`config.mk`:
```
export PLATFORM = sky130hd
export DESIGN_NAME = t03_wb_request_arbiter_flat
export DESIGN_NICKNAME = d
export VERILOG_FILES = /design/src/rtl/t03_wb_request_arbiter_if.sv /design/src/rtl/t03_wb_request_arbiter.sv /design/src/flat_wrapper.sv
export SDC_FILE = /design/constraint.sdc
export NUM_CORES = 1
export LEC_CHECK = 0
export BUFFER_PORTS_ARGS = -buffer_cell sky130_fd_sc_hd__buf_4
export CAP_MARGIN = 20
export CORE_MARGIN = 5
export CORE_UTILIZATION = 35
export CTS_BUF_LIST = sky130_fd_sc_hd__clkbuf_4 sky130_fd_sc_hd__clkbuf_8
export DETAILED_ROUTE_END_ITERATION = 6
export HOLD_SLACK_MARGIN = 0.12
export PLACE_DENSITY = 0.74
export SLEW_MARGIN = 15
export SYNTH_ARGS = -nofsm -noshare
export SYNTH_HDL_FRONTEND = slang
export SYNTH_SLANG_ARGS = --single-unit
```
`constraint.sdc`:
```
create_clock -name CLK -period 5.5 [get_ports CLK]
set_input_delay 0.275 -clock CLK [delete_from_list [all_inputs] [get_ports CLK]]
set_output_delay 0.275 -clock CLK [all_outputs]
set_load 0.005 [all_outputs]
```
`src/rtl/t03_wb_request_arbiter_if.sv`:
```
`default_nettype none
// ============================================================================
// Module   : t03_wb_request_arbiter_if
// Brief    : Bundle of the two requester ports and the manager CPU-side port
//            seen by t03_wb_request_arbiter. The slave modport is the
//            arbiter's view; the master modport is the surrounding
//            fetch/data units plus the bus manager.
// Revision : 1.0 - initial release
// ============================================================================
interface t03_wb_request_arbiter_if #(
  parameter int ADDR_W = 32,
  parameter int DATA_W = 32,
  parameter int SEL_W  = 4
);

  // Port 0 (instruction fetch)
  logic              r0_req_i;
  logic              r0_we_i;
  logic [ADDR_W-1:0] r0_adr_i;
  logic [DATA_W-1:0] r0_dat_i;
  logic [SEL_W-1:0]  r0_sel_i;
  logic [DATA_W-1:0] r0_dat_o;
  logic              r0_ack_o;

  // Port 1 (data load/store)
  logic              r1_req_i;
  logic              r1_we_i;
  logic [ADDR_W-1:0] r1_adr_i;
  logic [DATA_W-1:0] r1_dat_i;
  logic [SEL_W-1:0]  r1_sel_i;
  logic [DATA_W-1:0] r1_dat_o;
  logic              r1_ack_o;

  // Manager CPU-side port
  logic [ADDR_W-1:0] m_adr_o;
  logic [DATA_W-1:0] m_dat_o;
  logic [SEL_W-1:0]  m_sel_o;
  logic              m_write_o;
  logic              m_read_o;
  logic [DATA_W-1:0] m_dat_i;
  logic              m_ack_i;
  logic              m_busy_i;

  // Current owner, one-hot
  logic [1:0]        grant_o;

  modport slave (
    input  r0_req_i, r0_we_i, r0_adr_i, r0_dat_i, r0_sel_i,
    output r0_dat_o, r0_ack_o,
    input  r1_req_i, r1_we_i, r1_adr_i, r1_dat_i, r1_sel_i,
    output r1_dat_o, r1_ack_o,
    output m_adr_o, m_dat_o, m_sel_o, m_write_o, m_read_o,
    input  m_dat_i, m_ack_i, m_busy_i,
    output grant_o
  );

  modport master (
    output r0_req_i, r0_we_i, r0_adr_i, r0_dat_i, r0_sel_i,
    input  r0_dat_o, r0_ack_o,
    output r1_req_i, r1_we_i, r1_adr_i, r1_dat_i, r1_sel_i,
    input  r1_dat_o, r1_ack_o,
    input  m_adr_o, m_dat_o, m_sel_o, m_write_o, m_read_o,
    output m_dat_i, m_ack_i, m_busy_i,
    input  grant_o
  );

endinterface
`default_nettype wire

```
`src/rtl/t03_wb_request_arbiter.sv`:
```
`default_nettype none
// ============================================================================
// Module   : t03_wb_request_arbiter
// Brief    : Shares the single Wishbone manager CPU-side port between the
//            instruction-fetch requester (port 0) and the data requester
//            (port 1). One transaction in flight at a time:
//            IDLE -> ISSUE -> WAIT -> CAPTURE -> DONE -> IDLE.
//            All outputs are registered.
// Config   : T03_WB_ARB_FIXED_PRIO_EN defined   -> port 1 always wins ties,
//                                                  no round-robin pointer.
//            T03_WB_ARB_FIXED_PRIO_EN undefined -> round-robin.
// Revision : 1.0 - initial release
// ============================================================================
module t03_wb_request_arbiter #(
  parameter int ADDR_W = 32,
  parameter int DATA_W = 32,
  parameter int SEL_W  = 4
) (
  input wire                       CLK,
  input wire                       RST,
  t03_wb_request_arbiter_if.slave  bus
);

  typedef enum logic [2:0] {
    ST_IDLE    = 3'd0,
    ST_ISSUE   = 3'd1,
    ST_WAIT    = 3'd2,
    ST_CAPTURE = 3'd3,
    ST_DONE    = 3'd4
  } state_t;

  state_t            r_state;
  state_t            w_state_nxt;

  // Registered copies of everything that leaves the block
  logic [1:0]        r_grant,   w_grant_nxt;
  logic              r_we,      w_we_nxt;
  logic [ADDR_W-1:0] r_m_adr,   w_m_adr_nxt;
  logic [DATA_W-1:0] r_m_dat,   w_m_dat_nxt;
  logic [SEL_W-1:0]  r_m_sel,   w_m_sel_nxt;
  logic              r_m_write, w_m_write_nxt;
  logic              r_m_read,  w_m_read_nxt;
  logic [DATA_W-1:0] r_r0_dat,  w_r0_dat_nxt;
  logic [DATA_W-1:0] r_r1_dat,  w_r1_dat_nxt;
  logic              r_r0_ack,  w_r0_ack_nxt;
  logic              r_r1_ack,  w_r1_ack_nxt;

`ifndef T03_WB_ARB_FIXED_PRIO_EN
  // Port that won the most recent grant; reset to 1 so port 0 wins the first tie
  logic              r_last,    w_last_nxt;
`endif

  // Arbitration result and the winner's request fields
  logic              w_any_req;
  logic              w_pick1;
  logic              w_pick_we;
  logic [ADDR_W-1:0] w_pick_adr;
  logic [DATA_W-1:0] w_pick_dat;
  logic [SEL_W-1:0]  w_pick_sel;

  // Winner selection: fixed priority to port 1, or alternate on a tie
  always_comb begin
    w_any_req = bus.r0_req_i | bus.r1_req_i;
`ifdef T03_WB_ARB_FIXED_PRIO_EN
    w_pick1   = bus.r1_req_i;
`else
    if (bus.r0_req_i && bus.r1_req_i) begin
      w_pick1 = ~r_last;
    end else begin
      w_pick1 = bus.r1_req_i;
    end
`endif
  end

  // Mux the winning requester's command fields
  always_comb begin
    if (w_pick1) begin
      w_pick_we  = bus.r1_we_i;
      w_pick_adr = bus.r1_adr_i;
      w_pick_dat = bus.r1_dat_i;
      w_pick_sel = bus.r1_sel_i;
    end else begin
      w_pick_we  = bus.r0_we_i;
      w_pick_adr = bus.r0_adr_i;
      w_pick_dat = bus.r0_dat_i;
      w_pick_sel = bus.r0_sel_i;
    end
  end

  // Next-state and next-output logic; pulses default low, everything else holds
  always_comb begin
    w_state_nxt   = r_state;
    w_grant_nxt   = r_grant;
    w_we_nxt      = r_we;
    w_m_adr_nxt   = r_m_adr;
    w_m_dat_nxt   = r_m_dat;
    w_m_sel_nxt   = r_m_sel;
    w_m_write_nxt = 1'b0;
    w_m_read_nxt  = 1'b0;
    w_r0_dat_nxt  = r_r0_dat;
    w_r1_dat_nxt  = r_r1_dat;
    w_r0_ack_nxt  = 1'b0;
    w_r1_ack_nxt  = 1'b0;
`ifndef T03_WB_ARB_FIXED_PRIO_EN
    w_last_nxt    = r_last;
`endif

    case (r_state)
      ST_IDLE: begin
        // A busy manager is still draining the previous cycle: hold off
        if (!bus.m_busy_i && w_any_req) begin
          w_state_nxt   = ST_ISSUE;
          w_grant_nxt   = w_pick1 ? 2'b10 : 2'b01;
          w_we_nxt      = w_pick_we;
          w_m_adr_nxt   = w_pick_adr;
          w_m_dat_nxt   = w_pick_dat;
          w_m_sel_nxt   = w_pick_sel;
          // Start pulse is registered so it is visible exactly in ISSUE
          w_m_write_nxt = w_pick_we;
          w_m_read_nxt  = ~w_pick_we;
`ifndef T03_WB_ARB_FIXED_PRIO_EN
          w_last_nxt    = w_pick1;
`endif
        end
      end

      ST_ISSUE: begin
        // Manager ack cannot belong to this transaction yet; ignore it
        w_state_nxt = ST_WAIT;
      end

      ST_WAIT: begin
        if (bus.m_ack_i) begin
          w_state_nxt = ST_CAPTURE;
        end
      end

      ST_CAPTURE: begin
        // Manager read data is registered: valid the cycle after its ack
        if (!r_we) begin
          if (r_grant[1]) begin
            w_r1_dat_nxt = bus.m_dat_i;
          end else begin
            w_r0_dat_nxt = bus.m_dat_i;
          end
        end
        w_r0_ack_nxt = r_grant[0];
        w_r1_ack_nxt = r_grant[1];
        w_state_nxt  = ST_DONE;
      end

      ST_DONE: begin
        // Release the bus; re-arbitration happens in the following IDLE cycle
        w_grant_nxt = 2'b00;
        w_we_nxt    = 1'b0;
        w_m_adr_nxt = '0;
        w_m_dat_nxt = '0;
        w_m_sel_nxt = '0;
        w_state_nxt = ST_IDLE;
      end

      default: begin
        w_state_nxt = ST_IDLE;
      end
    endcase
  end

  // State register
  always_ff @(posedge CLK or posedge RST) begin
    if (RST) begin
      r_state <= ST_IDLE;
    end else begin
      r_state <= w_state_nxt;
    end
  end

  // Output and command registers
  always_ff @(posedge CLK or posedge RST) begin
    if (RST) begin
      r_grant   <= 2'b00;
      r_we      <= 1'b0;
      r_m_adr   <= '0;
      r_m_dat   <= '0;
      r_m_sel   <= '0;
      r_m_write <= 1'b0;
      r_m_read  <= 1'b0;
      r_r0_dat  <= '0;
      r_r1_dat  <= '0;
      r_r0_ack  <= 1'b0;
      r_r1_ack  <= 1'b0;
    end else begin
      r_grant   <= w_grant_nxt;
      r_we      <= w_we_nxt;
      r_m_adr   <= w_m_adr_nxt;
      r_m_dat   <= w_m_dat_nxt;
      r_m_sel   <= w_m_sel_nxt;
      r_m_write <= w_m_write_nxt;
      r_m_read  <= w_m_read_nxt;
      r_r0_dat  <= w_r0_dat_nxt;
      r_r1_dat  <= w_r1_dat_nxt;
      r_r0_ack  <= w_r0_ack_nxt;
      r_r1_ack  <= w_r1_ack_nxt;
    end
  end

`ifndef T03_WB_ARB_FIXED_PRIO_EN
  // Round-robin pointer
  always_ff @(posedge CLK or posedge RST) begin
    if (RST) begin
      r_last <= 1'b1;
    end else begin
      r_last <= w_last_nxt;
    end
  end
`endif

  assign bus.grant_o   = r_grant;
  assign bus.m_adr_o   = r_m_adr;
  assign bus.m_dat_o   = r_m_dat;
  assign bus.m_sel_o   = r_m_sel;
  assign bus.m_write_o = r_m_write;
  assign bus.m_read_o  = r_m_read;
  assign bus.r0_dat_o  = r_r0_dat;
  assign bus.r1_dat_o  = r_r1_dat;
  assign bus.r0_ack_o  = r_r0_ack;
  assign bus.r1_ack_o  = r_r1_ack;

endmodule
`default_nettype wire

```
`src/flat_wrapper.sv`:
```
// flat-port wrapper written by rule: the top's interface ports become plain ports
module t03_wb_request_arbiter_flat 
#(
  parameter int ADDR_W = 32,
  parameter int DATA_W = 32,
  parameter int SEL_W  = 4
)
  (CLK, RST, bus_r0_req_i, bus_r0_we_i, bus_r0_adr_i, bus_r0_dat_i, bus_r0_sel_i, bus_r0_dat_o, bus_r0_ack_o, bus_r1_req_i, bus_r1_we_i, bus_r1_adr_i, bus_r1_dat_i, bus_r1_sel_i, bus_r1_dat_o, bus_r1_ack_o, bus_m_adr_o, bus_m_dat_o, bus_m_sel_o, bus_m_write_o, bus_m_read_o, bus_m_dat_i, bus_m_ack_i, bus_m_busy_i, bus_grant_o);
  t03_wb_request_arbiter_if #(.ADDR_W(ADDR_W), .DATA_W(DATA_W), .SEL_W(SEL_W)) bus_i ();
  input wire CLK;
  input wire RST;
  input wire logic [$bits(bus_i.r0_req_i)-1:0] bus_r0_req_i;
  input wire logic [$bits(bus_i.r0_we_i)-1:0] bus_r0_we_i;
  input wire logic [$bits(bus_i.r0_adr_i)-1:0] bus_r0_adr_i;
  input wire logic [$bits(bus_i.r0_dat_i)-1:0] bus_r0_dat_i;
  input wire logic [$bits(bus_i.r0_sel_i)-1:0] bus_r0_sel_i;
  output wire logic [$bits(bus_i.r0_dat_o)-1:0] bus_r0_dat_o;
  output wire logic [$bits(bus_i.r0_ack_o)-1:0] bus_r0_ack_o;
  input wire logic [$bits(bus_i.r1_req_i)-1:0] bus_r1_req_i;
  input wire logic [$bits(bus_i.r1_we_i)-1:0] bus_r1_we_i;
  input wire logic [$bits(bus_i.r1_adr_i)-1:0] bus_r1_adr_i;
  input wire logic [$bits(bus_i.r1_dat_i)-1:0] bus_r1_dat_i;
  input wire logic [$bits(bus_i.r1_sel_i)-1:0] bus_r1_sel_i;
  output wire logic [$bits(bus_i.r1_dat_o)-1:0] bus_r1_dat_o;
  output wire logic [$bits(bus_i.r1_ack_o)-1:0] bus_r1_ack_o;
  output wire logic [$bits(bus_i.m_adr_o)-1:0] bus_m_adr_o;
  output wire logic [$bits(bus_i.m_dat_o)-1:0] bus_m_dat_o;
  output wire logic [$bits(bus_i.m_sel_o)-1:0] bus_m_sel_o;
  output wire logic [$bits(bus_i.m_write_o)-1:0] bus_m_write_o;
  output wire logic [$bits(bus_i.m_read_o)-1:0] bus_m_read_o;
  input wire logic [$bits(bus_i.m_dat_i)-1:0] bus_m_dat_i;
  input wire logic [$bits(bus_i.m_ack_i)-1:0] bus_m_ack_i;
  input wire logic [$bits(bus_i.m_busy_i)-1:0] bus_m_busy_i;
  output wire logic [$bits(bus_i.grant_o)-1:0] bus_grant_o;
  assign bus_i.r0_req_i = bus_r0_req_i;
  assign bus_i.r0_we_i = bus_r0_we_i;
  assign bus_i.r0_adr_i = bus_r0_adr_i;
  assign bus_i.r0_dat_i = bus_r0_dat_i;
  assign bus_i.r0_sel_i = bus_r0_sel_i;
  assign bus_r0_dat_o = bus_i.r0_dat_o;
  assign bus_r0_ack_o = bus_i.r0_ack_o;
  assign bus_i.r1_req_i = bus_r1_req_i;
  assign bus_i.r1_we_i = bus_r1_we_i;
  assign bus_i.r1_adr_i = bus_r1_adr_i;
  assign bus_i.r1_dat_i = bus_r1_dat_i;
  assign bus_i.r1_sel_i = bus_r1_sel_i;
  assign bus_r1_dat_o = bus_i.r1_dat_o;
  assign bus_r1_ack_o = bus_i.r1_ack_o;
  assign bus_m_adr_o = bus_i.m_adr_o;
  assign bus_m_dat_o = bus_i.m_dat_o;
  assign bus_m_sel_o = bus_i.m_sel_o;
  assign bus_m_write_o = bus_i.m_write_o;
  assign bus_m_read_o = bus_i.m_read_o;
  assign bus_i.m_dat_i = bus_m_dat_i;
  assign bus_i.m_ack_i = bus_m_ack_i;
  assign bus_i.m_busy_i = bus_m_busy_i;
  assign bus_grant_o = bus_i.grant_o;
  t03_wb_request_arbiter #(.ADDR_W(ADDR_W), .DATA_W(DATA_W), .SEL_W(SEL_W)) u_core (.CLK(CLK), .RST(RST), .bus(bus_i));
endmodule
```
==> impl_metrics.env <==
export IMPL_grt_usage_pct=22.44
export IMPL_grt_ovfl_total=0
export IMPL_first_iter_violations=399
export IMPL_status="finished clean"
export IMPL_ir_worst_vdd_mv=0.2455
export IMPL_grt_max_degree=88
export IMPL_synth_simple_area_share_pct=12.36
export IMPL_pin_count=314
export IMPL_clockRootBuffer="clkbuf_8"
export IMPL_yosysSeqAreaShare_pct=55.18
export IMPL_coreArea_um2=18090
export IMPL_yosysUniqueCellTypes=33
export IMPL_synth_nets=753
export IMPL_io_buffers=313
export IMPL_cp_max_fo=71
export IMPL_dp_hpwl_um=14540
export IMPL_synth_main_ff_cell="dfrtp_1"
export IMPL_max_freq_mhz=316.0
export IMPL_synth_top_family_by_area="compound AO/OA/AOI/OAI gates"
export IMPL_initial_utilization_pct=35.87
export IMPL_clock_latency_ps=430
export IMPL_synth_xor_xnor_area_share_pct=0.1350
export IMPL_dieArea_um2=21360
export IMPL_cts_clk_slew_worst_paths_ps=90
export IMPL_tns_ps=0
export IMPL_setup_slack_ps=2335
export IMPL_dr_total_vias=6916
export IMPL_finalSetupViolations=0
export IMPL_mostFrequentLayoutCell="buf_4"
export IMPL_antenna_found_initial=1
export IMPL_worst_slew_pin_slew_ps=935.3
export IMPL_synth_adder_area_share_pct=0
export IMPL_async_reset_ff_share_pct=100.0
export IMPL_finalCritPeriodShare_pct=57.54
export IMPL_nFillCells=1403
export IMPL_core_rowCount=49
export IMPL_skew_ps=12.64
export IMPL_slew_violations=0
export IMPL_synth_area_um2=6487
export IMPL_synth_edf_count=0
export IMPL_fin_nets=1195
export IMPL_clkPwrFrac_pct=15.2
export IMPL_relSlewSlack_pct=37.65
export IMPL_routed_wl_um=24890
export IMPL_p_leak_uw=0.004894
export IMPL_pre_cts_slack_ps=2921
export IMPL_cts_buffer_depth=2
export IMPL_path_class="reg2reg"
export IMPL_mostFrequentLayoutCells="buf_4, dlygate4sd3_1, dfrtp_1"
export IMPL_final_area_um2=11030
export IMPL_clock_sinks=143
export IMPL_numCtsBuffers=17
export IMPL_drc=0
export IMPL_ys_ff_latch=143
export IMPL_grt_pass1_wl_um=38700
export IMPL_cp_start_kind="flip-flop"
export IMPL_period_needed_ps=3165
export IMPL_postPlaceCellArea_um2=8902
export IMPL_syn_to_final_growth_pct=69.99
export IMPL_p_sw_share_pct=35.21
export IMPL_avgSynthCellArea_um2=11.24
export IMPL_first_pass_iters=5
export IMPL_seq_power_share_pct=34.1
export IMPL_synth_compound_area_share_pct=15.85
export IMPL_antenna_left=0
export IMPL_grt_pass1_vias=7028
export IMPL_cts_tree="yes"
export IMPL_combPwrFrac_pct=50.7
export IMPL_hold_violations=0
export IMPL_cts_setup_buffers=0
export IMPL_wl_per_cell_um=19.72
export IMPL_synthCells=577
export IMPL_cap_violations=0
export IMPL_power_internal_uw=3606
export IMPL_htree_levels=4
export IMPL_place_gp_congestion=0.7756
export IMPL_layout_drive_gt1_share_pct=43.22
export IMPL_crit_arrival_ps=3480
export IMPL_rsz0062_at_grt="false"
export IMPL_critPathRequiredTime_ps=5820
export IMPL_die_width_um=146.1
export IMPL_post_cts_resize_count=0
export IMPL_cp_end_kind="flip-flop"
export IMPL_via_per_inst=5.480
export IMPL_muxShareOfSynthArea_pct=11.44
export IMPL_p_per_area_nw_per_um2=504.6
export IMPL_utilization_pct=60.98
export IMPL_synth_yosys_warnings=0
export IMPL_hp_class="in2reg"
export IMPL_power_net_switching_uw=1959
export IMPL_die_h_um=146.1
==> power by group through the flow <==
stage / clock [uW] / sequential (uW) / combinational (uW)
after floorplan: 0 / 1900 / 1070
after global placement: 0 / 1880 / 2210
after detailed placement: 0 / 1900 / 2250
after CTS: 869 / 1880 / 2750
after global routing: 912 / 1960 / 3040
final: 847 / 1900 / 2820
==> worst max-delay path: stages, from the launching register on <==
cell	delay, ps
dfrtp_1	460
nor2_4	120
buf_4	610
and3_4	910
a31oi_1	190
dlygate4sd3_1	640
==> synth_stat cells (2+ instances only) <==
cell	number	area, um2
buf_4	3	22.52
o2bb2ai_1	3	26.28
and2_1	2	12.51
buf_2	15	75.07
a31oi_2	20	250.2
clkbuf_1	41	153.9
a31oi_1	116	725.7
nor2_1	3	11.26
mux2_2	61	686.9
buf_1	7	26.28
mux2_1	4	45.04
buf_6	4	45.04
dfrtp_1	142	3553
nand3_1	137	685.7
==> kinds of logic (layout without fill, tap and decap cells) <==
family                    count (synthesis)  count (layout)
AOI/OAI and AO/OA                       142             142
DFF                                     143             143
xor gates and xnor gates                  1               1
other                                     0               1
buffers and inverters                    71             526
and+or+nand+nor                         154             154
muxes                                    66              66
==> stage by stage <==
step | hold slack [ps] | power, uW | instances
after floorplan | 409.7 | 2966 | 577
after global placement | 471.0 | 4085 | 1058
after detailed placement | 476.3 | 4156 | 1058
after CTS | 120.2 | 5501 | 1259
after global routing | 149.4 | 5907 | 1262
final | 158.2 | 5565 | 1262
==> routing by layer <==
| metal | up-vias | track usage [%] | wire length (um) |
|---|---|---|---|
| met2 | 429 | 36.51 | 11830 |
| met1 | 3366 | 27.34 | 9734 |
| li1 | 3071 | - | - |
| met5 | - | 0 | 0 |
| met4 | 0 | 7.761 | 654 |
| met3 | 50 | 8.677 | 2675 |
==> sequential cells by signal, indices dropped and copies added, names as in the netlist, 2 cells and up <==
register and count:
u_core.bus.m_adr_o 32, u_core.bus.m_dat_o 32, u_core.bus.r0_dat_o 32, u_core.bus.r1_dat_o 32, u_core.bus.m_sel_o 4, u_core.r_state 3, u_core.bus.grant_o 2
==> worst paths after layout <==
kind / start / end / slack [ps] / depth (start not counted)
max in group asynchronous: RST / u_core.bus.r0_dat_o[9] / 3680 / 4
worst max-delay path: u_core.r_state[0] / u_core.bus.m_dat_o[6] / 2340 / 5
worst max register to register: u_core.r_state[0] / u_core.bus.m_dat_o[6] / 2340 / 5
worst min-delay path: bus_r0_adr_i[25] / u_core.bus.m_adr_o[25] / 160 / 3
worst min register to register: u_core.bus.r0_dat_o[15] / u_core.bus.r0_dat_o[15] / 490 / 1
min in group asynchronous: RST / u_core.bus.r0_dat_o[29] / 560 / 3
==> repair_timing <==
| action | in CTS | in global routing |
|---|---|---|
| endpoints found under the setup margin | 0 | 0 |
| hold buffers | 169 | 1 |
| hold endpoints to repair | 219 | 1 |
==> final cells by class <==
cell class	instances	area (um2)	share of cell area, %
repair buffers	493	4146	37.60
flip-flops and latches	143	3580	32.46
multi-input cells	363	2610	23.67
well taps	229	286.5	2.598
clock buffers	18	247.7	2.246
clock inverters	14	146.4	1.327
inverters	1	8.758	0.07942
diodes	1	2.502	0.02269
Note: power is estimated with default switching activity, not from simulation.
